$ cat config.mk
export PLATFORM = sky130hd
export DESIGN_NAME = clk_div_multi
export DESIGN_NICKNAME = d
export VERILOG_FILES = /design/src/rtl/clk_div_pkg.sv /design/src/rtl/clk_div_ch.sv /design/src/rtl/clk_div_multi.sv
export SDC_FILE = /design/constraint.sdc
export NUM_CORES = 2
export LEC_CHECK = 0
export CAP_MARGIN = 20
export CORE_AREA = 4 4 418 317
export CTS_CLUSTER_SIZE = 8
export DETAILED_ROUTE_END_ITERATION = 10
export DIE_AREA = 0 0 422 321
export PLACE_DENSITY_LB_ADDON = 0.1
export RECOVER_POWER = 50
export SLEW_MARGIN = 10
export SYNTH_ARGS = -nofsm -noshare
export SYNTH_HDL_FRONTEND = slang
export SYNTH_SLANG_ARGS = --single-unit
$ cat constraint.sdc
create_clock -name clk -period 11.15 [get_ports clk]
set_input_delay 3.345 -clock clk [delete_from_list [all_inputs] [get_ports clk]]
set_output_delay 3.345 -clock clk [all_outputs]
set_load 0.05 [all_outputs]
$ cat src/rtl/clk_div_pkg.sv
// Shared constants for the multi-channel clock divider.
// Holds the minimum legal divisor and the default post-reset divisor.
package clk_div_pkg;
   localparam int DIV_MIN      = 2;
   localparam int DEF_DIV_DFLT = 100000;
endpackage

$ cat src/rtl/clk_div_ch.sv
// One divider channel: registered clkout/tick, one-cycle latency from state, no backpressure.
// New divisor/high values are double-buffered and switch only at a period boundary.
module clk_div_ch
   import clk_div_pkg::*;
#(
   parameter int W       = 32,
   parameter int DEF_DIV = DEF_DIV_DFLT
) (
   input  logic         clk,
   input  logic         rst_n,
   input  logic         en,
   input  logic         load,
   input  logic [W-1:0] div_in,
   input  logic [W-1:0] hi_in,
   output logic         clkout,
   output logic         tick,
   output logic         pending
);
   logic [W-1:0] r_cnt;
   logic [W-1:0] r_div;
   logic [W-1:0] r_hi;
   logic [W-1:0] r_sh_div;
   logic [W-1:0] r_sh_hi;
   logic         r_clkout;
   logic         r_tick;
   logic         r_pend;

   logic [W-1:0] w_cap_div;
   logic [W-1:0] w_cap_hi;
   logic [W-1:0] w_cnt_n;
   logic [W-1:0] w_div_n;
   logic [W-1:0] w_hi_n;
   logic         w_wrap;
   logic         w_bound;

   // A disabled channel sits at cnt=0, so every edge while disabled is a period boundary.
   always_comb begin
      w_cap_div = (div_in < W'(DIV_MIN)) ? W'(DIV_MIN) : div_in;
      w_cap_hi  = (hi_in > w_cap_div) ? w_cap_div : hi_in;
      w_wrap    = (r_cnt == r_div - 1'b1);
      w_bound   = ~en | w_wrap;
      w_cnt_n   = w_bound ? '0 : r_cnt + 1'b1;
      w_div_n   = r_div;
      w_hi_n    = r_hi;
      if (w_bound && load) begin
         w_div_n = w_cap_div;
         w_hi_n  = w_cap_hi;
      end else if (w_bound && r_pend) begin
         w_div_n = r_sh_div;
         w_hi_n  = r_sh_hi;
      end
   end

   always_ff @(posedge clk or negedge rst_n) begin
      if (!rst_n) begin
         r_cnt    <= '0;
         r_div    <= W'(DEF_DIV);
         r_hi     <= W'(DEF_DIV >> 1);
         r_sh_div <= '0;
         r_sh_hi  <= '0;
         r_clkout <= 1'b0;
         r_tick   <= 1'b0;
         r_pend   <= 1'b0;
      end else begin
         r_cnt    <= w_cnt_n;
         r_div    <= w_div_n;
         r_hi     <= w_hi_n;
         if (load) begin
            r_sh_div <= w_cap_div;
            r_sh_hi  <= w_cap_hi;
         end
         r_pend   <= ~w_bound & (load | r_pend);
         r_clkout <= en & (w_cnt_n >= w_div_n - w_hi_n);
         r_tick   <= en & (w_cnt_n == w_div_n - 1'b1);
      end
   end

   assign clkout  = r_clkout;
   assign tick    = r_tick;
   assign pending = r_pend;
endmodule

$ cat src/rtl/clk_div_multi.sv
// CH independent programmable clock dividers sharing one clock and reset.
// Outputs are registered per channel; there is no cross-channel interaction.
module clk_div_multi
   import clk_div_pkg::*;
#(
   parameter int CH      = 4,
   parameter int W       = 32,
   parameter int DEF_DIV = DEF_DIV_DFLT
) (
   input  logic            clk,
   input  logic            rst_n,
   input  logic [CH-1:0]   en,
   input  logic [CH-1:0]   load,
   input  logic [CH*W-1:0] div_in,
   input  logic [CH*W-1:0] hi_in,
   output logic [CH-1:0]   clkout,
   output logic [CH-1:0]   tick,
   output logic [CH-1:0]   pending
);
   for (genvar g = 0; g < CH; g++) begin : g_ch
      clk_div_ch #(
         .W       (W),
         .DEF_DIV (DEF_DIV)
      ) u_ch (
         .clk     (clk),
         .rst_n   (rst_n),
         .en      (en[g]),
         .load    (load[g]),
         .div_in  (div_in[g*W +: W]),
         .hi_in   (hi_in[g*W +: W]),
         .clkout  (clkout[g]),
         .tick    (tick[g]),
         .pending (pending[g])
      );
   end
endmodule

==> results.txt <==
- Sw Share: 36.5%
* Initial Utilization: around 40%
- Maximum achievable frequency: between 0.09 and 0.1 GHz
- Worst setup EP type: flip-flop
- Count of buffering cells on the critical path with inverters included: 2
- Residual DRC count: 0
- Ys async rst share: 100%
* Net switching power: 3.43 mW
- The number of global-route vias before repair was 42.9k.
- Row Count: 114
- Outcome: complete, but fails checks
- Final weighted congestion of routability-driven global placement: 0.910
* Global-route wire length before repair: approximately 260 mm
- Initial detailed-routing violation count: 3772
- Die boundary height: 321 µm
* Total via count after detailed routing: roughly 45k
- Final net count: 7029
* Number of vias per cell after detailed routing: 5.58
* Number of synthesized register bits: 652
* Sum of net half-perimeters after detailed placement: approximately 130 mm
- The first detailed-routing pass took 5 iterations.
- For this design the ratio of total power to cell area is 155 mW/mm².
- Dominant cells by area after synthesis: sky130_fd_sc_hd__dfrtp_1, sky130_fd_sc_hd__ha_1, sky130_fd_sc_hd__mux2_2
- Yosys mapped a number of flops with a built-in enable equal to 0.
* Internal power consumption: about 6.0 mW
* Min Clock Period, post-route: 10760 ps
- The number of clock buffers added by TritonCTS is 92.
* Yosys cell types: 102
- Violated checks: capacitance limit, slew limit
- Measured along the x axis, the die boundary spans 422 µm.
- The share of total power dissipated in sequential elements is between 30% and 40%.
- The H-tree generated during clock tree synthesis spans 3 levels.
- Clock edge transition at the registers on the reported setup and hold paths: 50 ps
- Setup violations remaining at the end of the flow were counted as 0.
* Overflow after GRT: 0
- The setup path with the least slack is of type in -> reg.
* Worst IR drop on VDD: approximately 0.00011 V
- Synthesis produced a netlist whose cell count is 5856.
- Hold repair after CTS inserted 0 buffers.
- STA puts the critical path data arrival time at 11340 ps.
* Port Buffer Count: roughly 280
* Number of maximum-capacitance constraint violations: 12
* Sequential share of the synthesized area: roughly a third
- Number of primary I/O pins: 278
* Setup slack at placement: -610 ps
* Proportion of power drawn by the clock network: 29.0%
- The longest clock path from root to sink contains 3 buffers.
* Leading cell type in the layout, fill and taps excluded: sky130_fd_sc_hd__nor2_1
* Clk Tree Root Cell: sky130_fd_sc_hd__clkbuf_16
* Share of the clock period used by the worst path after layout: 96.5%
- In this design, the largest share of critical-path delay is due to compound AO/OA/AOI/OAI gates.
- Total length of routed wires: 168 mm
- The number of pins with negative max-slew slack in the final report was 744.
* Commonest non-fill, non-tap cells in the layout: sky130_fd_sc_hd__nor2_1, sky130_fd_sc_hd__dfrtp_1, sky130_fd_sc_hd__a21oi_1, sky130_fd_sc_hd__inv_1, sky130_fd_sc_hd__ha_1
- STA classifies the critical path startpoint as a primary input.
- Data required time of the worst path: 11730 ps
* Final setup slack of the worst path: 394 ps
- Cells with a size suffix above 1 make up a little over an eighth of the layout.
- CTS tree: yes
* Slew at the pin with the worst max-slew slack: 3910 ps
* Largest area contributor in the synthesized netlist: sky130_fd_sc_hd__dfrtp_1
- Fin. Hold Viols: 0
- Across all hold checks on the routed design, the worst slack comes to about 470 ps.
- Total die area: 0.135 mm²
- The clock drives 652 sinks.
- Area growth from synthesis to layout: 18.8%
* Detail Route Antenna Nets: 0
- Worst slew margin: -161%
- Among all stages on the critical path, the largest delay is contributed by sky130_fd_sc_hd__or4b_2.
- Clock latency at the later pin of the worst-skew pair: 720 ps
* Max stage delay on crit path: 660 ps
- On the final layout, the worst clock skew is 30.0 ps.
- For this run, the leading register cell type out of synthesis is sky130_fd_sc_hd__dfrtp_1.
- Antenna violations before repair: 3
- Along the worst path, the maximum fanout reaches 3.
* Share of the synthesized area in the top cell type: 29.7%
- Post-Synthesis Cell Area: slightly above 0.05 mm²
* Part of the power in combinational logic: 39.7%
* Global-route usage over all layers: 24.1%
- Dividing the detail-routed wire length by the instance count gives 20.7 µm.
- Maximum number of pins on one net before global-route repair: 141
* Path type of the worst min-delay path: reg -> reg
- Cell leakage power: 27.0 nW
* Number of warnings issued by yosys: 0
* Sum of negative setup slack: 0 ps
* Syn_area_per_cell: 8.70 µm²
- Net count of the mapped netlist: ~6.5k
- The core region is 0.128 mm².
- Worst path most repeated cell: sky130_fd_sc_hd__a21oi_1
-- through the flow --
step           cells  cell area (µm²)  power (mW)  utilization (%)
2_1_floorplan   5856            51000        5.36                -
3_3_place_gp    7949            57800        6.59             45.1
3_5_place_dp    7949            57800        6.64             45.1
4_1_cts         8115            60500        9.44             47.2
5_1_grt         8123            60600        10.1             47.2
6_report        8124            60600        9.41             47.2
-- power by group through the flow --
stage          Sequential (mW)  Clock, mW  Combinational (mW)
2_1_floorplan             2.84          0                2.52
3_3_place_gp              2.97          0                3.62
3_5_place_dp              2.98          0                3.66
4_1_cts                   2.94       2.81                3.69
5_1_grt                   2.98       2.92                4.17
6_report                  2.94       2.73                3.73
-- area by class of cell --
class | instances | area (µm²)
diodes | 1 | 2.50
clock buffers | 160 | 2590
clock inverters | 6 | 114
fillers | 12400 | 67700
flip-flops and latches | 652 | 16400
well taps | 1682 | 2100
repair buffers | 671 | 5630
inverters | 402 | 1510
multi-input cells | 4550 | 32300
-- cells in the mapped netlist (all sizes together), types with 141 or more instances --
cell type	number
nand3	167
a21oi	455
nor3	141
mux2	239
nor2	664
clkbuf	185
o21ai	234
mux2i	198
dfrtp	604
nand2	266
xor2	250
xnor2	276
inv	402
ha	390
-- routing by layer --
layer / vias up / wire [µm] / track usage, %
li1: 22100 / - / -
met1: 21800 / 86900 / 38.1
met2: 1154 / 67700 / 33.8
met3: 197 / 10200 / 4.55
met4: 6 / 3070 / 4.71
met5: - / 41 / 0
-- cell families (layout without fill, tap and decap cells) --
kind of cell / Yosys count / after routing / share of synthesized area, %
AOI/OAI and AO/OA: 1281 / 1281 / 16.0
xor gates and xnor gates: 526 / 526 / 9.04
adders and majority gates: 395 / 395 / 9.75
buffers and inverters: 654 / 1239 / 5.01
DFF: 652 / 652 / 32.1
muxes: 437 / 437 / 9.17
other: 0 / 1 / 0
and+or+nand+nor: 1911 / 1911 / 18.9
-- worst paths after layout --
path / start / cells after the start / slack (ps) / endpoint
min in group asynchronous: rst_n / 1 / 3970 / g_ch[2].u_ch.r_sh_div[4]
max in group asynchronous: rst_n / 3 / 1540 / g_ch[3].u_ch.r_sh_hi[30]
setup / recovery: div_in[118] / 38 / 390 / g_ch[3].u_ch.clkout
hold / removal: g_ch[2].u_ch.r_sh_div[1] / 1 / 470 / g_ch[2].u_ch.r_sh_div[1]
hold reg to reg: g_ch[2].u_ch.r_sh_div[1] / 1 / 470 / g_ch[2].u_ch.r_sh_div[1]
setup reg to reg: g_ch[0].u_ch.r_div[0] / 34 / 480 / g_ch[0].u_ch.clkout
-- worst reg2reg max path: cells and delay by family (launching register included) --
kind            cells  cell delay (ps)
simple gates        8             4040
fa+ha+maj           3              830
compound gates     17             4290
xor+xnor            1              100
mux                 2              500
buf+inv             3              370
flops               1              430
-- repair_timing --
item | in CTS | in global routing
setup endpoints to repair | 0 | 4
setup buffers | 0 | 8
gates resized for setup | 0 | 41
-- registers in the layout (all words and copies together), names as in the netlist --
signal              count
g_ch.u_ch.r_sh_hi     128
g_ch.u_ch.pending       4
g_ch.u_ch.r_hi        128
g_ch.u_ch.tick          4
g_ch.u_ch.r_cnt       128
g_ch.u_ch.clkout        4
g_ch.u_ch.r_div       128
g_ch.u_ch.r_sh_div    128
Power figures use the tool's default switching activity.
